===== src/rtl/uart_pkg.sv =====
// Shared types and constants for the multi-config UART receiver.
package uart_pkg;

  typedef enum logic [2:0] {IDLE, START, DATA, PARITY, STOP, BRK_WAIT} rx_state_t;
  typedef enum logic {EVEN = 1'b0, ODD = 1'b1} parity_t;

  localparam int MIN_DATA_WIDTH = 5;

  function automatic int mid_tick(input int oversampling);
    return oversampling / 2 - 1;
  endfunction

endpackage


===== src/rtl/uart_rx_sampler.sv =====
// Input synchroniser, per-bit tick counter and bit sampler.
// UART_RX_MAJORITY_EN selects a 2-of-3 vote around MID, decided at MID+1.
module uart_rx_sampler import uart_pkg::*; #(
  parameter int OVERSAMPLING = 16
) (
  input  logic                            clk,
  input  logic                            reset,
  input  logic                            rx,
  input  logic                            tick_clr,
  output logic [$clog2(OVERSAMPLING)-1:0] tick,
  output logic                            rx_sync,
  output logic                            sample_strobe,
  output logic                            sample_bit
);
  localparam int TW = $clog2(OVERSAMPLING);
  localparam int MID = mid_tick(OVERSAMPLING);
  localparam logic [TW-1:0] LAST = TW'(OVERSAMPLING - 1);

  logic [1:0] sync;

  always_ff @(posedge clk or posedge reset)
    if (reset) sync <= 2'b11;
    else       sync <= {sync[0], rx};

  assign rx_sync = sync[1];

  always_ff @(posedge clk or posedge reset)
    if (reset)                         tick <= '0;
    else if (tick_clr || tick == LAST) tick <= '0;
    else                               tick <= tick + 1'b1;

`ifdef UART_RX_MAJORITY_EN
  // hist holds rx at MID-1 and MID when tick reaches MID+1
  logic [1:0] hist;

  always_ff @(posedge clk or posedge reset)
    if (reset) hist <= 2'b11;
    else       hist <= {hist[0], rx_sync};

  assign sample_strobe = (tick == TW'(MID + 1));
  assign sample_bit    = (hist[1] & hist[0]) | (hist[1] & rx_sync) | (hist[0] & rx_sync);
`else
  assign sample_strobe = (tick == TW'(MID));
  assign sample_bit    = rx_sync;
`endif

endmodule


===== src/rtl/uart_rx_mc.sv =====
// UART receiver: frame FSM, parity/framing/break checks and valid/ready holding register.
// Optional UART_RX_MAJORITY_EN moves every sample decision to MID+1 (majority vote).
module uart_rx_mc import uart_pkg::*; #(
  parameter int MAX_DATA_WIDTH = 8,
  parameter int OVERSAMPLING   = 16
) (
  input  logic                                clk,
  input  logic                                reset,
  input  logic                                rx,
  input  logic                                parity_en,
  input  logic                                parity_type,
  input  logic [$clog2(MAX_DATA_WIDTH+1)-1:0] data_bits,
  input  logic                                stop2,
  input  logic                                rx_ready,
  output logic [MAX_DATA_WIDTH-1:0]           data_out,
  output logic                                rx_valid,
  output logic                                parity_error,
  output logic                                frame_error,
  output logic                                break_det,
  output logic                                overrun,
  output logic                                busy
);
  localparam int DBW = $clog2(MAX_DATA_WIDTH + 1);
  localparam int IW  = $clog2(MAX_DATA_WIDTH);
  localparam int TW  = $clog2(OVERSAMPLING);
  localparam logic [TW-1:0] LAST = TW'(OVERSAMPLING - 1);

  rx_state_t               state;
  logic [TW-1:0]           tick;
  logic                    rx_sync, sample_strobe, sample_bit, tick_clr, bit_end;
  logic [MAX_DATA_WIDTH-1:0] shreg;
  logic [IW-1:0]           bit_idx, n_last;
  logic [DBW-1:0]          n_eff;
  logic                    par_en_q, stop2_q, stop_second, par_bit, ferr, zero, brk;
  parity_t                 par_odd_q;
  logic                    last_stop, brk_now, ferr_now, perr_now;

  uart_rx_sampler #(.OVERSAMPLING(OVERSAMPLING)) u_sampler (
    .clk           (clk),
    .reset         (reset),
    .rx            (rx),
    .tick_clr      (tick_clr),
    .tick          (tick),
    .rx_sync       (rx_sync),
    .sample_strobe (sample_strobe),
    .sample_bit    (sample_bit)
  );

  assign n_eff = (data_bits < DBW'(MIN_DATA_WIDTH) || data_bits > DBW'(MAX_DATA_WIDTH))
                 ? DBW'(MAX_DATA_WIDTH) : data_bits;
  assign bit_end   = (tick == LAST);
  assign last_stop = stop_second || !stop2_q;

  // Exits that happen mid-bit must restart the tick; bit-boundary exits wrap naturally
  assign tick_clr = (state == IDLE) || (state == BRK_WAIT) ||
                    (sample_strobe && state == START && sample_bit) ||
                    (sample_strobe && state == STOP && last_stop);

  // Break is judged on the first stop bit, which is the current sample in 1-stop mode
  assign brk_now  = stop_second ? brk : (zero & ~sample_bit);
  assign ferr_now = ferr | ~sample_bit;
  assign perr_now = par_en_q & (par_bit ^ (^shreg) ^ (par_odd_q == ODD));

  assign busy = (state != IDLE);

  always_ff @(posedge clk or posedge reset) begin
    if (reset) begin
      state        <= IDLE;
      shreg        <= '0;
      bit_idx      <= '0;
      n_last       <= '0;
      par_en_q     <= 1'b0;
      par_odd_q    <= EVEN;
      stop2_q      <= 1'b0;
      stop_second  <= 1'b0;
      par_bit      <= 1'b0;
      ferr         <= 1'b0;
      zero         <= 1'b0;
      brk          <= 1'b0;
      data_out     <= '0;
      rx_valid     <= 1'b0;
      parity_error <= 1'b0;
      frame_error  <= 1'b0;
      break_det    <= 1'b0;
      overrun      <= 1'b0;
    end else begin
      overrun <= 1'b0;
      if (rx_valid && rx_ready) rx_valid <= 1'b0;
      case (state)
        IDLE: if (!rx_sync) begin
          state       <= START;
          shreg       <= '0;
          bit_idx     <= '0;
          n_last      <= IW'(n_eff - DBW'(1));
          par_en_q    <= parity_en;
          par_odd_q   <= parity_t'(parity_type);
          stop2_q     <= stop2;
          stop_second <= 1'b0;
          par_bit     <= 1'b0;
          ferr        <= 1'b0;
          zero        <= 1'b1;
          brk         <= 1'b0;
        end
        START: begin
          if (sample_strobe && sample_bit) state <= IDLE;
          else if (bit_end)                state <= DATA;
        end
        DATA: begin
          if (sample_strobe) begin
            shreg[bit_idx] <= sample_bit;
            zero           <= zero & ~sample_bit;
          end
          if (bit_end) begin
            if (bit_idx == n_last) state <= par_en_q ? PARITY : STOP;
            else                   bit_idx <= bit_idx + 1'b1;
          end
        end
        PARITY: begin
          if (sample_strobe) begin
            par_bit <= sample_bit;
            zero    <= zero & ~sample_bit;
          end
          if (bit_end) state <= STOP;
        end
        STOP: if (sample_strobe) begin
          if (!last_stop) begin
            stop_second <= 1'b1;
            ferr        <= ~sample_bit;
            brk         <= zero & ~sample_bit;
          end else begin
            state <= brk_now ? BRK_WAIT : IDLE;
            // A frame is taken only if the held slot is empty or being drained now
            if (!rx_valid || rx_ready) begin
              rx_valid     <= 1'b1;
              data_out     <= shreg;
              parity_error <= perr_now;
              frame_error  <= ferr_now;
              break_det    <= brk_now;
            end else begin
              overrun <= 1'b1;
            end
          end
        end
        BRK_WAIT: if (rx_sync) state <= IDLE;
        default:  state <= IDLE;
      endcase
    end
  end

endmodule


===== config.mk =====
export PLATFORM = sky130hd
export DESIGN_NAME = uart_rx_mc
export DESIGN_NICKNAME = d
export VERILOG_FILES = /design/src/rtl/uart_pkg.sv /design/src/rtl/uart_rx_sampler.sv /design/src/rtl/uart_rx_mc.sv
export SDC_FILE = /design/constraint.sdc
export NUM_CORES = 1
export LEC_CHECK = 0
export CORE_UTILIZATION = 40
export DETAILED_ROUTE_END_ITERATION = 6
export GPL_TIMING_DRIVEN = 0
export HOLD_SLACK_MARGIN = 0.03
export SETUP_SLACK_MARGIN = 0.02
export SLEW_MARGIN = 10
export SYNTH_ARGS = -nofsm -noshare
export SYNTH_HDL_FRONTEND = slang
export SYNTH_HIERARCHICAL = 1
export SYNTH_SLANG_ARGS = --single-unit

===== constraint.sdc =====
create_clock -name clk -period 2 [get_ports clk]
set_clock_uncertainty 0.2 [all_clocks]
set_input_delay 0.3 -clock clk [delete_from_list [all_inputs] [get_ports clk]]
set_output_delay 0.3 -clock clk [all_outputs]
set_load 0.005 [all_outputs]

* Word level (Yosys, flattened, before mapping)
Index checks and enable logic that the tools add are counted.
** Storage, ports and cells
- Bits in registers :: 44
- Input bits :: 11
- Output and inout bits :: 14
- Word-level logic and storage cells :: 135
** Operators by class
- $add $sub $neg :: 3
- $lt $le $gt $ge :: 4
- Eq/ne operators :: 21
- Multiplexer cells :: 49
- Bitwise logic cells :: 6
- Reductions and logical operators :: 32
** Operators by type and width (count)
- $mux 3 :: 15
- $mux 1 :: 21
- $ne 2x2->1 const B :: 10
- $pmux 3 s6 :: 1
- $mux 8 :: 2
- $pmux 8 s2 :: 1
- $reduce_and 4->1 :: 3
- $pmux 1 s2 :: 5
- $reduce_and 3->1 :: 3
- $bwmux 8 :: 1
- $reduce_and 8->1 :: 1
- $reduce_bool 2->1 :: 4
- $reduce_xor 8->1 :: 1
- $logic_and 1x1->1 :: 7
- $logic_or 1x1->1 :: 7
- $eq 3x2->1 const B :: 2
- $eq 3x3->1 const B :: 2
- $pmux 3 s2 :: 1
- $add 4x1->4 const B :: 1
- $eq 4x3->1 const B :: 1
- $eq 4x4->1 const B :: 1
- $gt 4x4->1 const B :: 1
- $lt 3x4->1 const B :: 1
- $lt 4x3->1 const B :: 1
- other kinds (18) :: 22

* Logic depth before layout (Yosys ltp)
Gate-level depths: netlist (run 1).
- Depth in word-level cells :: 7
- Gate-level depth with buffers :: 8
- Gate-level depth less buffers :: 8

* Hierarchy
Netlist (run 1), hierarchy kept.
** By module, submodules not included
- uart_rx_mc :: instances 1, cells an instance 195, area each 1966.9 um2, seq. area each 950.9 um2
- uart_rx_sampler :: instances 1, cells an instance 21, area each 245.2 um2, seq. area each 152.6 um2

* Least setup slack after synthesis (run 1)
Ideal clock, no wire load.
- Path kind :: register to register
- From :: register u_sampler.tick[0]
- To :: register data_out[0]
- Library setup time :: 125 ps
- Data arrival time :: 1796 ps
- Data required time :: 1675 ps
- Setup slack :: -121 ps
- Cell stages (with the launch flop) :: 8
- Clock period less this slack :: 2121 ps
- Path through :: dfrtp_1 -> ha_1 -> nand2_1 -> nor2_1 -> and2_1 -> nand4_1 -> clkbuf_1 -> mux2_2
** On the way
- Cells in the longest elaborated chain, start to end :: 2
** Ends and longest elaborated chain
- start, declared :: line uart_rx_sampler.sv:10 : output logic [$clog2(OVERSAMPLING)-1:0] tick,
- start signal, assigned :: line uart_rx_sampler.sv:30 : else tick <= tick + 1'b1;
- $eq 4x3->1 :: line uart_rx_sampler.sv:43 : assign sample_strobe = (tick == TW'(MID));
- named net sample_strobe :: line uart_rx_mc.sv:30 : logic rx_sync, sample_strobe, sample_bit, tick_clr, bit_end;
- $reduce_and 4->1 (no source line)
- end signal, assigned :: line uart_rx_mc.sv:135 : data_out <= shreg;
- end, declared :: line uart_rx_mc.sv:15 : output logic [MAX_DATA_WIDTH-1:0] data_out,
The timed path passes the listed nets, and every way through them passes these cells.
A chain may end at the register's enable or synchronous reset.

* Worst setup path in the final report (run 1)
- From :: register state[2]
- To :: register shreg[3]
** On the way
- Cells in the longest elaborated chain, start to end :: 3
- Elaborated cells between the ends (all ways) :: 7
** Ends and longest elaborated chain
- start, declared :: line uart_rx_mc.sv:28 : rx_state_t state;
- start signal, assigned :: line uart_rx_mc.sv:114 : if (bit_idx == n_last) state <= par_en_q ? PARITY : STOP;
- start signal, assigned :: line uart_rx_mc.sv:131 : state <= brk_now ? BRK_WAIT : IDLE;
- $eq 3x2->1 / $logic_not 3->1 (equally long branches) :: line uart_rx_mc.sv:89 : case (state)
- $ne 2x2->1 (no source line) / $reduce_bool 2->1 (equally long branches)
- $reduce_and 3->1 (no source line)
- end signal, assigned by index :: line uart_rx_mc.sv:110 : shreg[bit_idx] <= sample_bit;
- end, declared :: line uart_rx_mc.sv:31 : logic [MAX_DATA_WIDTH-1:0] shreg;
Several ways; a longest one is shown, not always the timed one.

==> results of run 1 <==
-- cells by family (layout without fill, tap and decap cells) --
group | Yosys count | count (layout) | synth area share (%)
flops | 44 | 44 | 49.9
buf+inv | 22 | 64 | 4.64
compound gates | 59 | 59 | 18.7
fa+ha+maj | 3 | 3 | 1.70
mux | 11 | 11 | 5.49
xor+xnor | 13 | 13 | 5.77
simple gates | 64 | 64 | 13.9
-- final timing paths --
check | cells after the start | slack (ps) | end
max | 5 | 40 | shreg[3]
min | 2 | 60 | u_sampler/tick[1]
max reg2reg | 5 | 40 | shreg[3]
min reg2reg | 0 | 160 | u_sampler/sync[1]
max in group asynchronous | 3 | 1060 | data_out[0]
min in group clk | 0 | 160 | u_sampler/sync[1]
-- sequential cells by signal, indices dropped and copies added (netlist names), 2 cells and up --
signal          count
n_last              3
state               3
u_sampler/tick      4
u_sampler/sync      2
shreg               8
bit_idx             3
data_out            8
-- cells in the mapped netlist (2+ instances only) --
cell | n | share of area, %
ha_1 | 3 | 1.7
and2_1 | 2 | 0.57
a21oi_1 | 7 | 1.6
clkbuf_1 | 5 | 0.85
o41ai_2 | 4 | 2.9
xnor2_1 | 10 | 4.0
nand2b_1 | 4 | 1.1
nor2b_1 | 2 | 0.57
nand4_1 | 6 | 1.7
buf_6 | 2 | 1.0
or3_1 | 2 | 0.57
nand3_1 | 4 | 0.91
o311ai_0 | 2 | 0.79
nor2_1 | 12 | 2.0
dfstp_2 | 2 | 2.4
nand2_1 | 27 | 4.6
xor2_1 | 2 | 0.79
mux2_2 | 9 | 4.6
dfrtp_1 | 42 | 48
o31ai_2 | 2 | 1.1
o21ai_0 | 23 | 5.2
a31oi_1 | 8 | 2.3
mux2i_1 | 2 | 0.91
inv_1 | 13 | 2.2
a311oi_1 | 2 | 0.79
-- power by group through the flow --
stage               Sequential, mW  Clock (mW)  Combinational, mW
finish                        1.16       0.542              0.809
global route                  1.18       0.596              0.901
CTS                           1.15       0.561              0.795
detailed placement            1.18           0              0.692
global placement              1.18           0              0.668
floorplan                     1.15           0              0.527
-- per-stage QoR --
step                      utilization [%]  setup slack (ps)  hold slack (ps)  total power, mW
after floorplan                         -              14.6             -110             1.68
after global routing                 53.1              -102             89.5             2.68
final                                53.1              40.9             57.6             2.51
after CTS                            52.9              20.6             61.5             2.51
after global placement               49.3              -337              146             1.85
after detailed placement             49.7              -312              151             1.88
-- worst reg2reg max path, cell delays in order, from the launching register on --
cell and delay (ps):
dfrtp_2 440, or3b_1 350, buf_4 170, or3_1 360, buf_6 150, o41ai_2 200
-- final cells by class --
| type | instances | area (sq um) |
|---|---|---|
| clock buffers | 8 | 80.1 |
| multi-input cells | 150 | 1050 |
| repair buffers | 34 | 328 |
| plain buffers | 9 | 63.8 |
| fillers | 490 | 2440 |
| inverters | 13 | 48.8 |
| flip-flops and latches | 44 | 1110 |
| well taps | 70 | 87.6 |
-- placed cells by master, fill, tap and decap left out, types with 2 or more instances in the layout --
cell,n
a21oi_1,7
a311oi_1,2
a31oi_1,8
and2_1,2
buf_4,11
buf_6,3
clkbuf_1,6
clkbuf_8,5
clkdlybuf4s50_1,23
dfrtp_1,40
dfrtp_2,2
dfstp_2,2
ha_1,2
inv_1,12
mux2_2,9
mux2i_1,2
nand2_1,26
nand2b_1,4
nand3_1,4
nand4_1,6
nor2_1,10
nor2b_1,2
o21ai_0,22
o21ai_1,2
o311ai_0,2
o31ai_2,2
o41ai_2,4
xnor2_1,10
xor2_1,2
-- repair_timing --
action / 4_1_cts / 5_1_grt
endpoints found under the setup margin: 19 / 20
buffers inserted: 9 / 0
pin swaps: 1 / 0
gates resized for setup: 9 / 5
-- routing by layer --
layer  up-vias  global-route usage, %  routed length, um
met5         -                      0                  0
met4         0                   6.35                 70
met3         5                   3.59                136
met2        35                   28.5               2150
met1       842                   24.1               2370
li1        859                      -                  -
==> impl_metrics.env, run 1 <==
export IMPL_avgRoutedWirePerCell_um=14.4
export IMPL_fmax_mhz=510
export IMPL_drive_above_1_share_pct=17.8
export IMPL_peakVddDrop_v=0.000619
export IMPL_synth_edf_count=0
export IMPL_async_flop_share_pct=100
export IMPL_core_area_sq_mm=0.00520
export IMPL_cp_buffers_inverters=2
export IMPL_setup_viol=0
export IMPL_areaGrowthSynthToFinish_pct=25.0
export IMPL_slew_viol_final=0
export IMPL_finalCritPeriodShare_pct=98.0
export IMPL_htreeDepth=2
export IMPL_rr_startpoint="state[2]"
export IMPL_drt_iter0_drc=77
export IMPL_worst_endpoint_required_ps=2000
export IMPL_cts_sinks=44
export IMPL_grt_usage_pct=17.9
export IMPL_cp_slowest_cell="dfrtp_2"
export IMPL_switching_share_pct=34.3
export IMPL_post_dp_hpwl_um=3310
export IMPL_cp_startpoint="state[2]"
export IMPL_design_area_sq_mm=0.00277
export IMPL_synth_nets=230
export IMPL_p_per_area_mw_per_mm2=907
export IMPL_rsz0062_at_grt="yes"
export IMPL_ys_seq_area_share_pct=49.9
export IMPL_p_sw_mw=0.861
export IMPL_numCtsBuffers=5
export IMPL_cp_start_kind="flip-flop"
export IMPL_layout_nets=271
export IMPL_cp_top_family="simple AND/OR/NAND/NOR gates"
export IMPL_clock_root_buffer="clkbuf_8"
export IMPL_status="finished, final reports clean"
export IMPL_clock_latency_ps=300
export IMPL_drt_pass1_iter_count=4
export IMPL_postSynthCellCount=216
export IMPL_endpoint_kind="flip-flop"
export IMPL_dp_cells=311
export IMPL_combPwrFrac_pct=32.2
export IMPL_p_int_mw=1.65
export IMPL_ys_warn_count=6
export IMPL_fp_dieH_um=76.4
export IMPL_core_rowCount=26
export IMPL_postCtsHoldBufs=0
export IMPL_ant_nets=0
export IMPL_die_w_um=76.4
export IMPL_grt_ovfl_total=0
export IMPL_grt_pass1_vias=1733
export IMPL_worstPathMaxFanout=9
export IMPL_finalNonFillerCells=328
export IMPL_max_cap_violations=0
export IMPL_synth_avg_cell_area_sq_um=10.2
export IMPL_antenna_found_initial=0
export IMPL_report_final_hold_viol_count=0
export IMPL_pin_count=25
export IMPL_drt_vias_per_instance=5.31
export IMPL_arrival_ps=1960
export IMPL_critPathKind="reg -> reg"
export IMPL_wl_um=4720
export IMPL_cts_tree="built"
export IMPL_placed_area_sq_mm=0.00258
export IMPL_gp_congestion=0.813
export IMPL_path_cells="or3b_1 > buf_4 > or3_1 > buf_6 > o41ai_2"
export IMPL_synth_ff_latch_count=44
export IMPL_syn_area_sq_mm=0.00221
export IMPL_clkPwrFrac_pct=21.6
export IMPL_grt_pass1_wl_um=8220
export IMPL_initial_utilization_pct=42.5
export IMPL_synthDistinctLibCells=44
export IMPL_port_buffer_count=24
export IMPL_power_frac_seq_pct=46.2
export IMPL_finalSetupTns_ps=0
export IMPL_path_clk_slew_ps=80
export IMPL_dieArea_sq_mm=0.00583
export IMPL_p_leak_nw=1.21
export IMPL_antenna_cells=0
export IMPL_slew_headroom_pct=67.4
export IMPL_num_vias=1741
export IMPL_grt_max_degree=27
export IMPL_ys_flop_type="dfrtp_1"
export IMPL_drc_errors=0
export IMPL_min_path_type="in -> async"
export IMPL_worstMarginPinSlew_ps=490
export IMPL_slowest_delay_ps=440
export IMPL_cts_buffer_depth=2
export IMPL_period_minus_slack_ps=1960
Note: power is estimated with default switching activity, not from simulation.
==> run 2, diff against run 1 <==
Settings changed: CTS_BUF_LIST set to sky130_fd_sc_hd__clkbuf_8.
==> impl_metrics.env, run 2 (synthesis gave the netlist of run 1 again) <==
export IMPL_ff_latch_area_sq_mm=0.00111
export IMPL_drt_iter0_drc=79
export IMPL_final_cell_mix="40 x dfrtp_1, 26 x nand2_1, 23 x clkdlybuf4s50_1, 22 x o21ai_0, 15 x inv_1"
export IMPL_cts_sinks=44
export IMPL_report_final_hold_viol_count=0
export IMPL_power_mw=2.49
export IMPL_max_cap_violations=0
export IMPL_drc_errors=0
export IMPL_core_rowCount=26
export IMPL_wl_um=4720
export IMPL_num_vias=1744
export IMPL_cts_tree="built"
export IMPL_gp_congestion=0.813
export IMPL_endpoint_kind="flip-flop"
export IMPL_grt_pass1_wl_um=8220
export IMPL_setup_viol=0
export IMPL_fp_dieH_um=76.4
export IMPL_ff2ff_path_depth=5
export IMPL_post_dp_hpwl_um=3310
export IMPL_num_fill_cells=490
export IMPL_arrival_ps=1960
export IMPL_clock_latency_ps=300
export IMPL_holdWs_ps=58.4
export IMPL_rrSetupSlack_ps=40
export IMPL_drive_above_1_share_pct=17.8
export IMPL_rr_startpoint="state[2]"
export IMPL_period_minus_slack_ps=1960
export IMPL_cp_start_kind="flip-flop"
export IMPL_dieArea_sq_mm=0.00583
export IMPL_pin_count=25
export IMPL_grt_usage_pct=17.9
export IMPL_avgRoutedWirePerCell_um=14.4
export IMPL_cts_buffer_depth=2
export IMPL_min_path_type="in -> async"
export IMPL_path_clk_slew_ps=80
export IMPL_worst_endpoint_required_ps=2000
export IMPL_rsz0062_at_grt="yes"
export IMPL_htreeDepth=2
export IMPL_fmax_mhz=510
export IMPL_slew_viol_final=0
export IMPL_worstMarginPinSlew_ps=489
export IMPL_postCtsHoldBufs=0
export IMPL_port_buffer_count=24
export IMPL_p_leak_nw=1.22
export IMPL_grt_ovfl_total=0
export IMPL_grt_pass1_vias=1733
export IMPL_antenna_cells=0
export IMPL_clock_root_buffer="clkbuf_8"
export IMPL_cp_startpoint="state[2]"
export IMPL_layout_nets=271
export IMPL_die_w_um=76.4
export IMPL_status="finished, final reports clean"
export IMPL_critPathKind="reg -> reg"
export IMPL_worstPathMaxFanout=9
export IMPL_rr_endpoint="shreg[3]"
export IMPL_crit_end="shreg[3]"
export IMPL_initial_utilization_pct=42.5
export IMPL_p_per_area_mw_per_mm2=902
export IMPL_multiInputGateArea_sq_mm=0.00105
export IMPL_drt_vias_per_instance=5.32
export IMPL_antenna_found_initial=0
export IMPL_grt_max_degree=27
export IMPL_core_area_sq_mm=0.00520
export IMPL_slew_headroom_pct=67.4
export IMPL_drt_pass1_iter_count=4
export IMPL_numCtsBuffers=5
export IMPL_reg_top3="data_out: 8 flops, shreg: 8 flops, u_sampler/tick: 4 flops"
export IMPL_finalCritPeriodShare_pct=98.0
export IMPL_ant_nets=0
export IMPL_peakVddDrop_v=0.000619
export IMPL_areaGrowthSynthToFinish_pct=25.0
export IMPL_layout_commonest_cell="dfrtp_1"
## run 2: worst min path at each step
stage,startpoint,to,slack (ps),cells after the start
after global routing,reset,u_sampler/tick[2],90,2
after global placement,u_sampler/sync[0],u_sampler/sync[1],150,0
after floorplan,reset,u_sampler/tick[0],-110,1
after CTS,reset,u_sampler/tick[2],60,2
after detailed placement,u_sampler/sync[0],u_sampler/sync[1],150,0
final,reset,u_sampler/tick[1],60,2
## run 2: cell type report
type,instances,area share [%]
multi-input combinational,150,38.0
sequential,44,40.0
buffer,9,2.31
tap,70,3.17
clock buffer,5,2.49
timing repair buffer,34,11.9
inverter,13,1.76
clock inverter,3,0.407
## run 2: power by group
| group | internal, mW | switching (mW) |
|---|---|---|
| combinational | 0.374 | 0.435 |
| sequential | 1.03 | 0.133 |
| clock | 0.233 | 0.293 |
| total | 1.63 | 0.861 |
## run 2: critical path, stage by stage, from the launching register on
cell and delay, ps:
dfrtp_2 440, or3b_1 350, buf_4 170, or3_1 360, buf_6 150, o41ai_2 200
## run 2: metrics by stage
step                cells  cell area, sq um  setup slack (ps)  utilization [%]  TNS [ps]
detailed placement    311              2580              -312             49.7     -3820
global placement      310              2560              -337             49.3    -15710
floorplan             216              2240              14.6                -         0
finish                328              2770              40.0             53.1         0
global route          328              2770              -101             53.1      -545
CTS                   328              2750              21.1             52.9         0
## run 2: repair_timing
| action | CTS | global route |
|---|---|---|
| endpoints found under the setup margin | 19 | 20 |
| buffers inserted | 9 | 0 |
| resized for setup | 9 | 5 |
| pin swaps | 1 | 0 |
## run 2: routing by layer
metal	share of wire, %	global-route usage (%)	up-vias
met1	50	24.1	843
met2	45	28.5	35
li1	-	-	860
met4	1.4	6.35	0
met3	3.1	3.59	6
met5	0	0	-
==> run 3, diff against run 2 <==
Settings changed: CORE_UTILIZATION 40 to 52, PLACE_DENSITY set to 0.77, SYNTH_HIERARCHICAL 1 to unset.
==> impl_metrics.env, run 3 <==
export IMPL_dieArea_sq_mm=0.00465
export IMPL_cp_startpoint="state[1]"
export IMPL_yosysMostFrequentCell="nand2_1"
export IMPL_rrSetupSlack_ps=30
export IMPL_slew_viol_final=0
export IMPL_ys_top_cells_by_count="51 x nand2_1, 42 x dfrtp_1, 20 x o21ai_0"
export IMPL_worst_path_most_repeated_cell="buf_6"
export IMPL_grt_pass1_vias=1755
export IMPL_drt_pass1_iter_count=4
export IMPL_synth_avg_cell_area_sq_um=9.26
export IMPL_avgRoutedWirePerCell_um=14.5
export IMPL_slowest_delay_ps=400
export IMPL_async_flop_share_pct=100
export IMPL_grt_pass1_wl_um=8010
export IMPL_ys_flop_type="dfrtp_1"
export IMPL_slew_headroom_pct=72.6
export IMPL_drc_errors=0
export IMPL_synth_nets=260
export IMPL_cts_buffer_depth=2
export IMPL_ff2ff_path_depth=6
export IMPL_synthDistinctLibCells=44
export IMPL_cp_slowest_cell="dfrtp_1"
export IMPL_min_path_type="in -> async"
export IMPL_cts_tree="built"
export IMPL_antenna_found_initial=0
export IMPL_drt_iter0_drc=110
export IMPL_postCtsHoldBufs=0
export IMPL_drt_vias_per_instance=5.58
export IMPL_core_area_sq_mm=0.00412
export IMPL_endpoint_kind="output pin"
export IMPL_grt_ovfl_total=0
export IMPL_post_dp_hpwl_um=3150
export IMPL_final_cell_mix="51 x nand2_1, 42 x dfrtp_1, 23 x clkdlybuf4s50_1, 20 x o21ai_0, 16 x nor2_1"
export IMPL_cp_start_kind="flip-flop"
export IMPL_synth_area_leaders="dfrtp_1 46%, nand2_1 8.4%, o21ai_0 4.4%"
export IMPL_gp_congestion=0.903
export IMPL_layout_commonest_cell="nand2_1"
export IMPL_max_cap_violations=0
export IMPL_critPathKind="reg -> out"
export IMPL_clock_root_buffer="clkbuf_8"
export IMPL_grt_usage_pct=23.8
export IMPL_core_rowCount=23
export IMPL_rsz0062_at_grt="yes"
export IMPL_drive_above_1_share_pct=18.4
export IMPL_areaGrowthSynthToFinish_pct=28.7
export IMPL_antenna_cells=0
export IMPL_period_minus_slack_ps=1970
export IMPL_num_vias=1885
export IMPL_yosysTopAreaCellShare_pct=46.1
export IMPL_path_depth=4
export IMPL_crit_end="busy"
export IMPL_ant_nets=0
export IMPL_die_w_um=68.2
export IMPL_holdWs_ps=89.6
export IMPL_pin_count=25
export IMPL_syn_area_sq_mm=0.00228
export IMPL_rr_startpoint="u_sampler.tick[0]"
export IMPL_status="finished, final reports clean"
export IMPL_initial_utilization_pct=55.4
export IMPL_layout_nets=301
export IMPL_wl_um=4900
export IMPL_reg_top3="data_out: 8 flops, shreg: 8 flops, u_sampler.tick: 4 flops"
export IMPL_synth_ff_latch_count=44
export IMPL_fp_dieH_um=68.2
export IMPL_p_per_area_mw_per_mm2=1340
export IMPL_p_leak_nw=1.34
export IMPL_ys_warn_count=0
export IMPL_worstPathMaxFanout=10
export IMPL_worst_endpoint_required_ps=1500
export IMPL_cts_sinks=44
export IMPL_postSynthCellCount=246
export IMPL_setup_viol=0
export IMPL_design_area_sq_mm=0.00293
export IMPL_worstMarginPinSlew_ps=411
export IMPL_placed_area_sq_mm=0.00260
export IMPL_path_clk_slew_ps=90
export IMPL_final_core_util_pct=71.2
export IMPL_clock_latency_ps=310
export IMPL_htreeDepth=2
export IMPL_port_buffer_count=24
export IMPL_report_final_hold_viol_count=0
export IMPL_rr_endpoint="state[0]"
export IMPL_finalCritPeriodShare_pct=98.7
export IMPL_cp_top_family="buffers and inverters"
export IMPL_synth_edf_count=0
export IMPL_ys_seq_area_share_pct=48.4
export IMPL_grt_max_degree=28
export IMPL_fmax_mhz=506
export IMPL_numCtsBuffers=5
export IMPL_peakVddDrop_v=0.000837
export IMPL_cp_buffers_inverters=3
export IMPL_arrival_ps=1470
export IMPL_synth_top_area_cell="dfrtp_1"
export IMPL_path_cells="buf_6 > buf_6 > or3_1 > clkbuf_2"
==> run 3: changes by cell type after synthesis, moves of 6 or more <==
cell     before  now
nand2_1      27   51
mux2_2        9    2
inv_1        13    7
nor2_1       12   18
==> run 3: where the power goes <==
group	internal, mW	leakage (nW)	switching, mW
logic	0.831	0.687	0.879
registers	1.08	0.572	0.174
clock network	0.625	0.0784	0.323
==> run 3: layer usage <==
layer	part of all wire, %	GRT usage (%)	up-vias
met5	0	0	-
met4	2.0	12.5	0
met3	5.8	4.00	13
met2	49	38.4	64
met1	44	30.3	889
li1	-	-	919
==> run 3: worst min path at each step <==
stage / to / slack [ps] / cells past startpoint
after floorplan: u_sampler.sync[0] / 100 / 0
after global placement: u_sampler.sync[1] / 150 / 0
after detailed placement: u_sampler.sync[1] / 150 / 0
after CTS: state[2] / 120 / 2
after global routing: rx_valid / 150 / 2
final: rx_valid / 90 / 2
==> run 3: kinds of logic after synthesis <==
| logic type | after synthesis | share of synthesized area, % |
|---|---|---|
| buffers and inverters | 20 | 4.67 |
| adder cells (fa/ha/maj) | 3 | 1.65 |
| AND/OR/NAND/NOR | 109 | 23.1 |
| flip-flops | 44 | 48.4 |
| multiplexers | 4 | 2.09 |
| AO/OA/AOI/OAI | 51 | 13.7 |
| XOR/XNOR | 15 | 6.37 |
==> run 3: timing repair <==
item / CTS / global route
pin swaps: 2 / 4
resized for setup: 17 / 11
setup endpoints to repair: 6 / 24
setup buffers: 6 / 3
==> run 3: final cells by class <==
| class | instances | area [sq um] |
|---|---|---|
| Multi-Input combinational cell | 182 | 1120 |
| Fill cell | 311 | 1180 |
| Sequential cell | 44 | 1100 |
| Inverter | 7 | 26.3 |
| Clock inverter | 3 | 90.1 |
| Timing Repair Buffer | 34 | 335 |
| Buffer | 13 | 120 |
| Tap cell | 50 | 62.6 |
| Clock buffer | 5 | 68.8 |
==> run 3: per-stage QoR <==
stage	std cells	setup TNS [ps]	power (mW)	worst slack, ps
after floorplan	246	0	2.27	54.2
after global placement	320	-16810	2.56	-394
after detailed placement	321	-241	2.61	-122
after CTS	335	-25.3	3.75	-25.3
after global routing	338	-56.4	4.13	-24.2
final	338	0	3.91	25.2
==> run 3: worst reg2reg max path, delay by kind of cell (launching register included) <==
kind                       cells  cell delay [ps]
adders and majority gates      1              230
AOI/OAI and AO/OA              3              420
DFF                            1              390
and+or+nand+nor                1              270
muxes                          1              350
